### config.mk
export PLATFORM = sky130hd
export DESIGN_NAME = hps_pixel_responder
export DESIGN_NICKNAME = d
export VERILOG_FILES = /design/src/rtl/hps_if_pkg.sv /design/src/rtl/hps_pixel_responder_sync_edge_det.sv /design/src/rtl/hps_pixel_responder.sv
export SDC_FILE = /design/constraint.sdc
export NUM_CORES = 1
export LEC_CHECK = 0
export ABC_CLOCK_PERIOD_IN_PS = 3700
export CORE_MARGIN = 5
export CORE_UTILIZATION = 62
export DETAILED_ROUTE_END_ITERATION = 8
export DONT_BUFFER_PORTS = 1
export PLACE_DENSITY = 0.74
export SYNTH_ARGS = -nofsm -noshare
export SYNTH_HDL_FRONTEND = slang
export SYNTH_SLANG_ARGS = --single-unit
### constraint.sdc
create_clock -name iCLK -period 3.7 [get_ports iCLK]
set_input_delay 0.74 -clock iCLK [delete_from_list [all_inputs] [get_ports iCLK]]
set_output_delay 0.74 -clock iCLK [all_outputs]
set_load 0.02 [all_outputs]
### src/rtl/hps_if_pkg.sv
// Shared definitions for the HPS bit-serial image fetch protocol.
// State encodings must stay in step with the HPS software header.
package hps_if_pkg;

  typedef enum logic [2:0] {
    ST_IDLE  = 3'd0,
    ST_PRIME = 3'd1,
    ST_READY = 3'd2,
    ST_FETCH = 3'd3,
    ST_DONE  = 3'd4
  } hps_state_t;

  localparam int H_ACTIVE_DEF = 640;
  localparam int V_ACTIVE_DEF = 480;
  localparam int TIMEOUT_DEF  = 1023;

endpackage

### src/rtl/hps_pixel_responder_sync_edge_det.sv
// Multi-flop synchroniser for an asynchronous level, plus one delay flop
// so rise/fall/any-edge are seen exactly once per synchronised change.
module sync_edge_det #(
  parameter int SYNC_STAGES = 2
) (
  input  logic iCLK,
  input  logic iRST,
  input  logic i_async,
  output logic o_level,
  output logic o_rise,
  output logic o_fall,
  output logic o_edge
);

  logic [SYNC_STAGES-1:0] r_sync;
  logic                   r_dly;

  always_ff @(posedge iCLK or posedge iRST) begin
    if (iRST) begin
      r_sync <= '0;
      r_dly  <= 1'b0;
    end else begin
      r_sync <= {r_sync[SYNC_STAGES-2:0], i_async};
      r_dly  <= r_sync[SYNC_STAGES-1];
    end
  end

  assign o_level = r_sync[SYNC_STAGES-1];
  assign o_rise  = o_level & ~r_dly;
  assign o_fall  = ~o_level & r_dly;
  assign o_edge  = o_level ^ r_dly;

endmodule

### src/rtl/hps_pixel_responder.sv
// FPGA-side responder: one FIFO pop per HPS request toggle, selected bit
// presented with a level-matching ack, plus position and error tracking.
module hps_pixel_responder
  import hps_if_pkg::*;
#(
  parameter int H_ACTIVE    = H_ACTIVE_DEF,
  parameter int V_ACTIVE    = V_ACTIVE_DEF,
  parameter int BIT_SEL     = 0,
  parameter int SYNC_STAGES = 2,
  parameter int TIMEOUT     = TIMEOUT_DEF
) (
  input  logic        iCLK,
  input  logic        iRST,
  input  logic        iHPS_CLK,
  input  logic        iSTART,
  input  logic [15:0] iPIX_DATA,
  input  logic        iPIX_VALID,
  output logic        oPIX_RD,
  output logic        oIMG_BIT,
  output logic        oACK,
  output logic [9:0]  oROW,
  output logic [9:0]  oCOL,
  output logic        oFRAME_DONE,
  output logic [2:0]  oSTATE,
  output logic        oUNDERRUN,
  output logic        oOVERRUN
);

  localparam int                WAIT_W   = (TIMEOUT < 2) ? 1 : $clog2(TIMEOUT + 1);
  localparam logic [9:0]        LAST_COL = 10'(H_ACTIVE - 1);
  localparam logic [9:0]        LAST_ROW = 10'(V_ACTIVE - 1);
  localparam logic [WAIT_W-1:0] WAIT_LIM = WAIT_W'(TIMEOUT - 1);
  localparam logic [WAIT_W-1:0] WAIT_MAX = WAIT_W'(TIMEOUT);

  logic w_req_s, w_req_edge, w_req_rise, w_req_fall;
  logic w_start_lvl, w_start_rise, w_start_fall, w_start_edge;
  logic w_unused;

  sync_edge_det #(.SYNC_STAGES(SYNC_STAGES)) u_req_sync (
    .iCLK    (iCLK),
    .iRST    (iRST),
    .i_async (iHPS_CLK),
    .o_level (w_req_s),
    .o_rise  (w_req_rise),
    .o_fall  (w_req_fall),
    .o_edge  (w_req_edge)
  );

  sync_edge_det #(.SYNC_STAGES(SYNC_STAGES)) u_start_sync (
    .iCLK    (iCLK),
    .iRST    (iRST),
    .i_async (iSTART),
    .o_level (w_start_lvl),
    .o_rise  (w_start_rise),
    .o_fall  (w_start_fall),
    .o_edge  (w_start_edge)
  );

  assign w_unused = ^{w_req_rise, w_req_fall, w_start_lvl, w_start_edge, iPIX_DATA};

  hps_state_t        r_state;
  logic [9:0]        r_row, r_col;
  logic [WAIT_W-1:0] r_wait;
  logic              r_img_bit, r_ack, r_frame_done, r_underrun, r_overrun;

  // Pop is combinational on the FIFO valid so it can never fire on an empty FIFO.
  assign oPIX_RD = iPIX_VALID & ~w_start_fall &
                   ((r_state == ST_PRIME) | (r_state == ST_FETCH));

  always_ff @(posedge iCLK or posedge iRST) begin
    if (iRST) begin
      r_state      <= ST_IDLE;
      r_row        <= '0;
      r_col        <= '0;
      r_wait       <= '0;
      r_img_bit    <= 1'b0;
      r_ack        <= 1'b0;
      r_frame_done <= 1'b0;
      r_underrun   <= 1'b0;
      r_overrun    <= 1'b0;
    end else if (w_start_fall) begin
      r_state      <= ST_IDLE;
      r_frame_done <= 1'b0;
    end else begin
      unique case (r_state)
        ST_IDLE: begin
          r_frame_done <= 1'b0;
          if (w_start_rise) begin
            r_row      <= '0;
            r_col      <= '0;
            r_underrun <= 1'b0;
            r_overrun  <= 1'b0;
            r_state    <= ST_PRIME;
          end
        end
        ST_PRIME: begin
          if (w_req_edge) r_overrun <= 1'b1;
          if (iPIX_VALID) begin
            r_img_bit <= iPIX_DATA[BIT_SEL];
            r_ack     <= w_req_s;
            r_state   <= ST_READY;
          end
        end
        ST_READY: begin
          if (w_req_edge) begin
            r_wait <= '0;
            if (r_row == LAST_ROW && r_col == LAST_COL) begin
              r_frame_done <= 1'b1;
              r_state      <= ST_DONE;
            end else if (r_col == LAST_COL) begin
              r_col   <= '0;
              r_row   <= r_row + 10'd1;
              r_state <= ST_FETCH;
            end else begin
              r_col   <= r_col + 10'd1;
              r_state <= ST_FETCH;
            end
          end
        end
        ST_FETCH: begin
          // A request while the previous one is still outstanding is dropped.
          if (w_req_edge) r_overrun <= 1'b1;
          if (iPIX_VALID) begin
            r_img_bit <= iPIX_DATA[BIT_SEL];
            r_ack     <= w_req_s;
            r_state   <= ST_READY;
          end else begin
            if (r_wait != WAIT_MAX) r_wait <= r_wait + 1'b1;
            if (r_wait >= WAIT_LIM) r_underrun <= 1'b1;
          end
        end
        ST_DONE: begin
          if (w_req_edge) r_overrun <= 1'b1;
          if (w_start_rise) begin
            r_row        <= '0;
            r_col        <= '0;
            r_underrun   <= 1'b0;
            r_overrun    <= 1'b0;
            r_frame_done <= 1'b0;
            r_state      <= ST_PRIME;
          end
        end
        default: r_state <= ST_IDLE;
      endcase
    end
  end

  assign oIMG_BIT    = r_img_bit;
  assign oACK        = r_ack;
  assign oROW        = r_row;
  assign oCOL        = r_col;
  assign oFRAME_DONE = r_frame_done;
  assign oSTATE      = r_state;
  assign oUNDERRUN   = r_underrun;
  assign oOVERRUN    = r_overrun;

endmodule

==> run metrics <==
via count 2073; final setup violating endpoints 0; drt via density 6.956; Iter 0 DRT Violations 262; crit end category flop; synthesized area 0.002436 mm^2; CP Class reg2reg; crit path max fanout 11; fraction of layout instances using a drive strength above 1 0.1080; hold path start u_start_sync.r_sync[0]; Hold Crit Class reg2reg; Synth Area per Inst 9.553 um^2; final hold violation count 0; Fin Setup TNS 0 ns; site row count 22; r2r startpoint oCOL[0]; simple-gate portion of the synthesized area 0.2255; Die Span Y 72.69 um; first-pass GRT wire length 9487 um; Distinct cells, synth 48; gp weighted congestion 0.8202; sequential cell fraction of total power 0.471; Root Buffer clkbuf_8; Post-synth EDFFs 0; Adder-Cell Fraction of Synth Area 0.02054; Synth Flop Type dfrtp_1; ANT nets after route 0; CTS buffer count 5; Die W 72.69 um; worst skew pair latency 0.30 ns; Starting Density 0.6507; Int Power 867.4 uW; Static Leak 1.003 nW; routed length on met1 2384 um; Clock Sinks 44; cell count after synthesis 255; power density cells 557.1 mW/mm^2; Top Ports 50; CTS H-tree lvls 2; Fmax achieved 0.3635 GHz; power share of the clock group 0.267; max_cap viols 0; Final Critical Period 2.751 ns; port buffer count 0; Final #Nets 274; DR top layer met4; Clock transition at path regs 0.09 ns; main combinational cell family by area after synthesis compound AO/OA/AOI/OAI gates; reg2reg end oROW[5]; reg2reg path depth 6; post-synthesis sequential area ratio 0.4520; post-cts hold buffer count 0; metal3 WL 396 um; routed wl met2 2584 um; Setup Fix Bufs, Post-CTS 0; final global-route overflow total 0; most common cell after layout, fill and taps aside dfrtp_1; Synth Warn # 0; Post-CTS Resized 0; logic gate share of total power 0.261; P&R area growth vs syn 5.033%; Core ar. 0.003744 mm^2; hold path cells 0; DRT Pass-1 Iters 4; Hold Path End u_start_sync.r_sync[1]; status complete, no violations; CP arrival 2.93 ns; Psw 558.1 uW; CTS Buffer Depth 2; # DRC 0; ratio of final minimum period to clock period 0.7435; setup slack, reg-to-reg 0.95 ns; initial antenna violation count 0; Final Skew 0.004287 ns; FFs w/ async S/R, synth 1.000; slew margin rel. 0.3056; Wirelength per Cell 18.25 um; most frequent cells in the layout dfrtp_1, o31ai_1, o21ai_0, nor2_1; RSZ-0062 raised after global routing false; worst slew pin tran 1.040 ns; sw frac 0.3915; largest net degree at the start of global routing 29; ant diodes 0; final slew viol count 0; Total GRT Usage 0.2243; routed wire length 5438 um; TritonCTS clock tree done; Post-Synth XOR/XNOR Area 0.006677; Post-DP HPWL 3842 um; post-synthesis net count 280; CP Data Required Time 3.88 ns; compound-cell area share of the yosys netlist 0.2419; Die ar. 0.005283 mm^2; Layout Utilization 0.6835; vias in the first global route 1981; synthesis-stage register bit count 44; CP startpoint kind flop; mux cell area share after synthesis 0.01335; VDD IR-drop max 0.4146 mV
==> power groups by stage <==
stage          combinational, mW  clock [mW]  sequential [mW]
6_report                   0.373       0.381            0.672
5_1_grt                    0.420       0.411            0.688
4_1_cts                    0.370       0.388            0.673
3_5_place_dp               0.369           0            0.683
3_3_place_gp               0.357           0            0.676
2_1_floorplan              0.342           0            0.640
==> sequential cells by signal, indices dropped and copies added, names as in the netlist <==
name,flops
oCOL,10
oROW,10
r_wait,10
oSTATE,3
u_req_sync.r_sync,2
u_start_sync.r_sync,2
oACK,1
oFRAME_DONE,1
oIMG_BIT,1
oOVERRUN,1
oUNDERRUN,1
u_req_sync.r_dly,1
u_start_sync.r_dly,1
==> worst max path at each step <==
| stage | from | slack [ns] | to | depth (start not counted) |
|---|---|---|---|---|
| 5_1_grt | oCOL[1] | 0.80 | oCOL[8] | 7 |
| 3_5_place_dp | oCOL[0] | 1.0 | oROW[5] | 6 |
| 3_3_place_gp | oCOL[0] | 1.12 | oCOL[7] | 7 |
| 2_1_floorplan | oCOL[0] | 1.57 | oROW[5] | 8 |
| 4_1_cts | oCOL[1] | 0.97 | oROW[5] | 6 |
| 6_report | oCOL[0] | 0.95 | oROW[5] | 6 |
==> cell families after synthesis <==
logic type                 after synthesis
AOI/OAI and AO/OA                       82
adders and majority gates                4
muxes                                    3
xor gates and xnor gates                 1
buffers and inverters                   21
DFF                                     44
and+or+nand+nor                        100
==> synth_stat cells, types with 4 or more instances <==
master	instances	area, um^2
nand3b_1	4	30.03
nor3_1	5	25.02
nand3_1	15	75.07
o41ai_1	4	35.03
clkbuf_1	9	33.78
a31oi_1	9	56.30
a21oi_1	5	25.02
o21ai_0	21	105.1
nand2_1	15	56.30
nand2b_1	6	37.54
nor2_1	20	75.07
nand4_1	7	43.79
o31ai_2	6	75.07
inv_1	4	15.01
nor4_1	5	31.28
dfrtp_1	44	1101
buf_2	6	30.03
o31ai_1	26	195.2
ha_1	4	50.05
==> worst max-delay path, cell delays in order, from the launching register on <==
cell and delay (ns):
dfrtp_1 0.53, ha_1 0.27, nand3_2 0.18, or3_1 0.55, nor3_2 0.59, or3_4 0.37
o21ai_0 0.13
==> metal layers <==
| layer | vias to the layer above | track usage |
|---|---|---|
| met1 | 1029 | 0.3011 |
| met4 | 0 | 0.07172 |
| met2 | 74 | 0.3437 |
| met5 | - | 0 |
| li1 | 959 | - |
| met3 | 11 | 0.07438 |
==> per-stage QoR <==
stage / hold slack [ns] / setup WS [ns] / cell area, um^2 / std cells / power (mW)
floorplan: 0.3312 / 1.573 / 2436 / 255 / 0.9814
global placement: 0.3345 / 1.122 / 2444 / 290 / 1.033
detailed placement: 0.3418 / 0.9987 / 2444 / 290 / 1.053
CTS: 0.3625 / 0.9729 / 2559 / 298 / 1.431
global route: 0.3770 / 0.7976 / 2559 / 298 / 1.520
finish: 0.3612 / 0.9491 / 2559 / 298 / 1.425
==> final cells by class <==
cell class              count  area (um^2)
clock buffers               5        68.82
clock inverters             3        46.29
fillers                   307         1185
inverters                   4        15.01
multi-input cells         190         1237
flip-flops and latches     44         1101
well taps                  48        60.06
repair buffers              4        30.03
(Power assumes the default switching activity.)
